--- src/rtl/data_trans_pkg.sv ---
// Shared types and constants for the data_trans byte-stream framer.
package data_trans_pkg;

    localparam int DATA_W          = 8;
    localparam int CNT_W           = 8;
    localparam int MAX_PAYLOAD_DEF = 16;

    typedef enum logic [1:0] {
        ST_IDLE    = 2'd0,
        ST_PAYLOAD = 2'd1,
        ST_CHECK   = 2'd2
    } state_t;

    // Running checksum is a plain XOR accumulate.
    function automatic logic [DATA_W-1:0] csum_step(
        input logic [DATA_W-1:0] acc,
        input logic [DATA_W-1:0] din
    );
        return acc ^ din;
    endfunction

endpackage

--- src/rtl/data_trans_core.sv ---
// Byte-stream framer: forwards header/payload/trailer with one-cycle latency
// and appends an XOR checksum; incomplete or oversized frames are dropped.
module data_trans_core
    import data_trans_pkg::*;
#(
    parameter int MAX_PAYLOAD = MAX_PAYLOAD_DEF
) (
    input  logic              reset_n,
    input  logic              start,
    input  logic              clk,
    input  logic              byte_flag,
    input  logic [DATA_W-1:0] data_in,
    output logic [DATA_W-1:0] data_o,
    output logic              data_en
);

    localparam logic [CNT_W-1:0] MAX_CNT = CNT_W'(MAX_PAYLOAD);

    state_t              state_q, state_d;
    logic [DATA_W-1:0]   csum_q, csum_d;
    logic [CNT_W-1:0]    cnt_q, cnt_d;
    logic                emit;
    logic [DATA_W-1:0]   emit_data;
    logic [DATA_W-1:0]   data_p0;
    logic                vld_p0;

    always_comb begin
        state_d   = state_q;
        csum_d    = csum_q;
        cnt_d     = cnt_q;
        emit      = 1'b0;
        emit_data = '0;
        case (state_q)
            ST_IDLE: begin
                if (start && byte_flag) begin
                    emit      = 1'b1;
                    emit_data = data_in;
                    csum_d    = data_in;
                    cnt_d     = '0;
                    state_d   = ST_PAYLOAD;
                end
            end
            ST_PAYLOAD: begin
                if (!start) begin
                    state_d = ST_IDLE;
                end else if (byte_flag) begin
                    emit      = 1'b1;
                    emit_data = data_in;
                    csum_d    = csum_step(csum_q, data_in);
                    state_d   = ST_CHECK;
                end else if (cnt_q < MAX_CNT) begin
                    emit      = 1'b1;
                    emit_data = data_in;
                    csum_d    = csum_step(csum_q, data_in);
                    cnt_d     = cnt_q + 1'b1;
                end else begin
                    state_d = ST_IDLE;
                end
            end
            ST_CHECK: begin
                // Inputs are ignored here, so the source needs a gap cycle between frames.
                emit      = 1'b1;
                emit_data = csum_q;
                state_d   = ST_IDLE;
            end
            default: state_d = ST_IDLE;
        endcase
    end

    // Stage p0: state, datapath and registered outputs
    always_ff @(posedge clk) begin
        if (!reset_n) begin
            state_q <= ST_IDLE;
            csum_q  <= '0;
            cnt_q   <= '0;
            data_p0 <= '0;
            vld_p0  <= 1'b0;
        end else begin
            state_q <= state_d;
            csum_q  <= csum_d;
            cnt_q   <= cnt_d;
            data_p0 <= emit ? emit_data : '0;
            vld_p0  <= emit;
        end
    end

    assign data_o  = data_p0;
    assign data_en = vld_p0;

endmodule

--- config.mk ---
export PLATFORM = sky130hd
export DESIGN_NAME = data_trans_core
export DESIGN_NICKNAME = d
export VERILOG_FILES = /design/src/rtl/data_trans_pkg.sv /design/src/rtl/data_trans_core.sv
export SDC_FILE = /design/constraint.sdc
export NUM_CORES = 1
export LEC_CHECK = 0
export ABC_AREA = 1
export CAP_MARGIN = 20
export CORE_MARGIN = 2
export CORE_UTILIZATION = 41
export DETAILED_ROUTE_END_ITERATION = 7
export GPL_TIMING_DRIVEN = 0
export SLEW_MARGIN = 20
export SYNTH_ARGS = -nofsm -noshare
export SYNTH_HDL_FRONTEND = slang
export SYNTH_SLANG_ARGS = --single-unit
export TNS_END_PERCENT = 1
--- constraint.sdc ---
create_clock -name clk -period 1.7 [get_ports clk]
set_clock_uncertainty 0.1 [all_clocks]
set_input_delay 0.34 -clock clk [delete_from_list [all_inputs] [get_ports clk]]
set_output_delay 0.34 -clock clk [all_outputs]
set_load 0.01 [all_outputs]
## Yosys cells after proc, flatten, opt, wreduce, memory -nomap -nowiden

Cells that the tools add are included.

| cells by class | value |
|---|---|
| bitwise logic cells | 1 |
| $lt $le $gt $ge | 1 |
| multiplexer cells | 25 |
| reduce and logical (&&, ||, !) cells | 7 |
| add/subtract/negate cells | 1 |
| equality and inequality tests | 8 |
| multiply operators | 0 |
| divide/modulo/power cells | 0 |
| shift operators | 0 |

Operator list:

| cell | number |
|---|---|
| 8-bit two-way mux | 12 |
| 8-bit one-hot mux with 2 select lines | 2 |
| 8-bit one-hot mux with 3 select lines | 1 |
| 8-bit by 1-bit adder with 8-bit output (second input constant) | 1 |
| 8-bit by 5-bit < comparator with 1-bit output (second input constant) | 1 |
| 2-bit two-way mux | 4 |
| 2-bit inequality test (second input constant) | 4 |
| 8-bit bitwise XOR | 1 |
| 5-bit AND reduction | 1 |
| 1-bit two-way mux | 4 |
| 4-bit inequality test (second input constant) | 1 |
| 2-bit one-hot mux with 2 select lines | 1 |
| 2-bit AND reduction | 2 |
| 4-bit AND reduction | 1 |
| 3-bit inequality test (second input constant) | 1 |
| 1-bit one-hot mux with 3 select lines | 1 |
| 2-bit by 1-bit equality test with 1-bit output (second input constant) | 1 |
| 2-bit equality test (second input constant) | 1 |
| 2-bit logical NOT | 1 |
| 2-bit nonzero test | 1 |
| 1-bit logical AND | 1 |

| storage, ports and cells | value |
|---|---|
| output and inout bits | 9 |
| latch bits | 0 |
| bits in read-only memories | 0 |
| bits in writable memories | 0 |
| flip-flop bits (word level) | 27 |
| input port bits | 12 |
| logic and storage cells | 48 |
| memories | 0 |

## Logic depth before layout (Yosys ltp)

| logic depth | value |
|---|---|
| depth in word-level cells | 6 |
| mapped depth | 9 |
| depth with buffers taken out | 8 |

## Worst setup path before layout

Ideal clock, no wire load.

| path | value |
|---|---|
| path kind | input to register |
| start point | input start |
| end point | register csum_q[5] |
| arrival | 1.028 ns |
| data required time | 1.468 ns |
| setup slack | 0.440 ns |
| cell stages on the path | 9 |
| buffers on the path | 1 |
| library setup time | 0.132 ns |
| path through | nand2_1 > inv_1 > nand2_1 > nand2_4 > nand2_8 > clkinv_4 > buf_12 > nand2_2 > a21oi_2 |

| on the way | value |
|---|---|
| longest elaborated chain between the ends | 3 |
| elaborated cells on any way between the ends | 4 |
| classes of those cells | eq/ne (2); reduce/logical (2) |

RTL lines:

| what | line | RTL |
|---|---|---|
| start, declared | data_trans_core.sv:9 | `input logic start,` |
| 1-bit logical AND | data_trans_core.sv:35 | `if (start && byte_flag) begin` |
| 2-bit inequality test (no source line) | -- |  |
| 4-bit AND reduction (no source line) * | -- |  |
| end signal, assigned | data_trans_core.sv:80 | `csum_q <= csum_d;` |
| end, declared | data_trans_core.sv:20 | `logic [DATA_W-1:0] csum_q, csum_d;` |

Every way passes the cells marked *; elsewhere a longest branch is shown, timed or not.
A chain may end at the register's enable or synchronous reset.

## Final worst setup path

| path | value |
|---|---|
| start point | register data_p0[3], in the netlist data_o[3] |
| end point | output data_o[3] |

RTL lines:

| what | line | RTL |
|---|---|---|
| start, declared | data_trans_core.sv:24 | `logic [DATA_W-1:0] data_p0;` |
| start signal, assigned | data_trans_core.sv:82 | `data_p0 <= emit ? emit_data : '0;` |
| end, declared | data_trans_core.sv:13 | `output logic [DATA_W-1:0] data_o,` |

No word-level cell between the ends.

==> metrics.log <==
[metrics] instance count along the most critical hold path: 2
[metrics] RSZ-0062 raised after global routing: no
[metrics] global-route congestion overflow total: 0
[metrics] initial antenna violation count: 0
[metrics] cell count after synthesis: 178
[metrics] count of state elements after synthesis: 27
[metrics] synthesized area per cell: 7.65 um^2
[metrics] largest voltage drop on the vdd net: 0.000408 V
[metrics] critical path class: reg -> out
[metrics] number of pins exceeding their max-slew limit in the final report: 0
[metrics] number of distinct library cell variants in the gate-level netlist after synthesis: 26
[metrics] number of nets still failing antenna checks after routing: 0
[metrics] layout filler cell count: 328
[metrics] nets: 216
[metrics] startpoint of the lowest-slack register-to-register path: state_q[0]
[metrics] worst hold path startpoint: cnt_q[5]
[metrics] slowest stage cell on the critical path: clkdlybuf4s50_1
[metrics] area of the die: 3800 um^2
[metrics] global-route wire length before repair: 4.60 mm
[metrics] post-synthesis instance area: 1360 um^2
[metrics] Tot Pwr: 1160 uW
[metrics] H-Tree Depth: 1
[metrics] total vias in the final route: 1,153
[metrics] result of the run: finished clean
[metrics] final estimated routing congestion in global placement: 0.803
[metrics] min cycle time layout: 1.62 ns
[metrics] clock-pin slew on the worst setup and hold paths: 0.14 ns
[metrics] core region area: 3100 um^2
[metrics] Placed Cells incl. Taps: 242
[metrics] overall global routing resource usage: 16.3%
[metrics] critical path cell sequence: clkdlybuf4s50_1
[metrics] share of final-layout standard cells stronger than drive strength 1: 20.3%
[metrics] share of the core filled with cells: 53.1%
[metrics] initial core utilization: 43.9%
[metrics] count of buffer and inverter cells on the critical path: 1
[metrics] most frequently used flop master after synthesis: dfxtp_1
[metrics] Pwr Density: 705 nW/um^2
[metrics] horizontal die dimension: 61.6 um
[metrics] maximum root-to-sink buffer count: 2
[metrics] clock tree from TritonCTS: yes
[metrics] aggregate routed wire length: 2.59 mm
[metrics] count of cells along the worst register-to-register path: 8
[metrics] number of hold-slack violations in the final timing report: 0
[metrics] clock sink total: 27
[metrics] class of the tightest hold or removal check: reg -> reg
[metrics] P_leak: 0.000634 uW
[metrics] setup slack, reg-to-reg: 0.30 ns
[metrics] number of enable flip-flop cells after synthesis: 0
[metrics] Startpoint Class: flop
[metrics] Worst EP arrival: 1.18 ns
[metrics] period utilisation layout: 95.5%
[metrics] post-synthesis net count: 191
[metrics] Largest stage delay, worst path: 0.53 ns
[metrics] number of global-route vias before repair: 1,065
[metrics] CTS root buf: clkbuf_4
[metrics] hold_buf cts: 0
[metrics] sequential element share of the synthesized area: 39.7%
[metrics] number of buffer cells added on primary ports: 20
[metrics] type of destination of the critical path: output pin
[metrics] non-filler cells, final: 246
[metrics] drt wl/cell: 10.5 um
[metrics] post-DP HPWL: 2.00 mm
[metrics] kind of cell adding the most delay to the critical path: buffers and inverters
[metrics] relative slew slack: 63.3%
[metrics] number of violations of the max-capacitance limit: 0
[metrics] Synth Warn #: 0
[metrics] maximum number of pins on one net before global-route repair: 16
[metrics] Layout area overhead: 21.0%
[metrics] required arrival time at the worst endpoint: 1.26 ns
[metrics] fraction of synthesis flops using an asynchronous set or reset pin: 0%
[metrics] Highest Clock Rate: 616 MHz
[metrics] height of the chip: 61.6 um
[metrics] clock buffers created by TritonCTS: 3
[metrics] I/O pin count: 21
[metrics] origin of the worst setup path: data_o[3]
[metrics] endpoint of the lowest-slack register-to-register path: csum_q[6]
[metrics] number of detailed-routing iterations run before antenna repair: 4
[metrics] number of violations reported at the end of detailed-routing iteration 0: 23
[metrics] Post-route DRC: 0
[metrics] row cnt: 20
[metrics] Antenna Cells: 0
[metrics] Setup Viol. Count Final: 0
[metrics] Worst Max-Slew Pin Slew: 0.551 ns
[metrics] maximum fanout along the worst path: 1
[metrics] Via-to-Cell Ratio: 4.69
[metrics] Worst-Skew Late Latency: 0.31 ns
[metrics] terminating pin of the worst hold path: cnt_q[5]
[tightest hold or removal path, stage by stage (launching register included)]
cell	delay, ns
dfxtp_1	0.34
nand2_1	0.06
nor2_1	0.03
[metal layers]
| layer | up-vias | share of wire, % | track usage, % |
|---|---|---|---|
| met5 | - | 0 | 0 |
| met4 | 0 | 0.73 | 3.65 |
| met3 | 2 | 4.7 | 4.41 |
| met2 | 26 | 51 | 29.6 |
| met1 | 516 | 44 | 19.0 |
| li1 | 609 | - | - |
[registers in the layout, summed over array words and instances, names as in the netlist]
name,flops
csum_q,8
state_q,2
cnt_q,8
data_o,8
data_en,1
[kinds of logic after synthesis]
kind of cell,share of synthesized area [%]
compound gates,13.8
xor+xnor,5.15
fa+ha+maj,0.919
buf+inv,7.63
flops,39.7
simple gates,32.8
[worst max-delay path by stage]
stage / depth (start not counted) / slack [ns] / endpoint
floorplan: 9 / 0.44 / csum_q[5]
global placement: 4 / -0.17 / cnt_q[7]
detailed placement: 4 / -0.20 / cnt_q[7]
CTS: 1 / 0.05 / data_o[3]
global route: 1 / 0.0003 / data_o[5]
finish: 1 / 0.08 / data_o[3]
[cell type report]
| class | count | area [um^2] | area share [%] |
|---|---|---|---|
| sequential | 27 | 541 | 32.8 |
| tap | 44 | 55.1 | 3.34 |
| timing repair buffer | 20 | 203 | 12.3 |
| multi-input combinational | 133 | 717 | 43.5 |
| clock inverter | 1 | 5.00 | 0.304 |
| clock buffer | 3 | 22.5 | 1.37 |
| buffer | 4 | 46.3 | 2.81 |
| inverter | 14 | 57.6 | 3.50 |
[what timing repair did]
action	CTS	global route
gates resized for setup	0	1
setup buffers	0	0
setup endpoints to repair	0	1
[power by group]
| group | switching, uW | internal (uW) |
|---|---|---|
| Combinational | 121 | 98.6 |
| Clock | 181 | 88.1 |
| Sequential | 18.2 | 655 |
[cell usage after synthesis, types with 2 or more instances]
master	number	area share, %
nand2_1	54	15
dfxtp_1	27	40
nor2_1	18	5.0
nand2_2	11	5.1
a21oi_2	10	6.4
inv_1	9	2.5
a21oi_1	8	2.9
xnor2_1	8	5.1
o21ai_1	6	2.2
inv_2	4	1.1
nand3_1	4	1.5
buf_6	2	1.7
nand2_4	2	1.7
nand4_1	2	0.92
o21ai_2	2	1.3
[stage by stage]
step,setup TNS [ns],setup WS [ns],hold WS (ns),cell area (um^2)
floorplan,0,0.440,0.319,1360
global placement,-2.68,-0.169,0.329,1620
detailed placement,-3.33,-0.205,0.330,1620
CTS,0,0.0516,0.349,1640
global route,0,0.000314,0.392,1650
finish,0,0.0760,0.351,1650
[layout by cell type (no fill, tap or decap), drive strengths merged, types with 2 or more instances in the layout]
master / netlist / final
xnor2: 8 / 8
dfxtp: 27 / 27
buf: 4 / 4
o21ai: 9 / 9
clkdlybuf4s50: 0 / 19
clkbuf: 0 / 3
inv: 13 / 13
clkinv: 1 / 2
a21oi: 18 / 18
nand3: 5 / 5
nand2: 68 / 68
nor2: 20 / 20
nand4: 2 / 2
No activity file was read; power rests on OpenSTA's default activity.
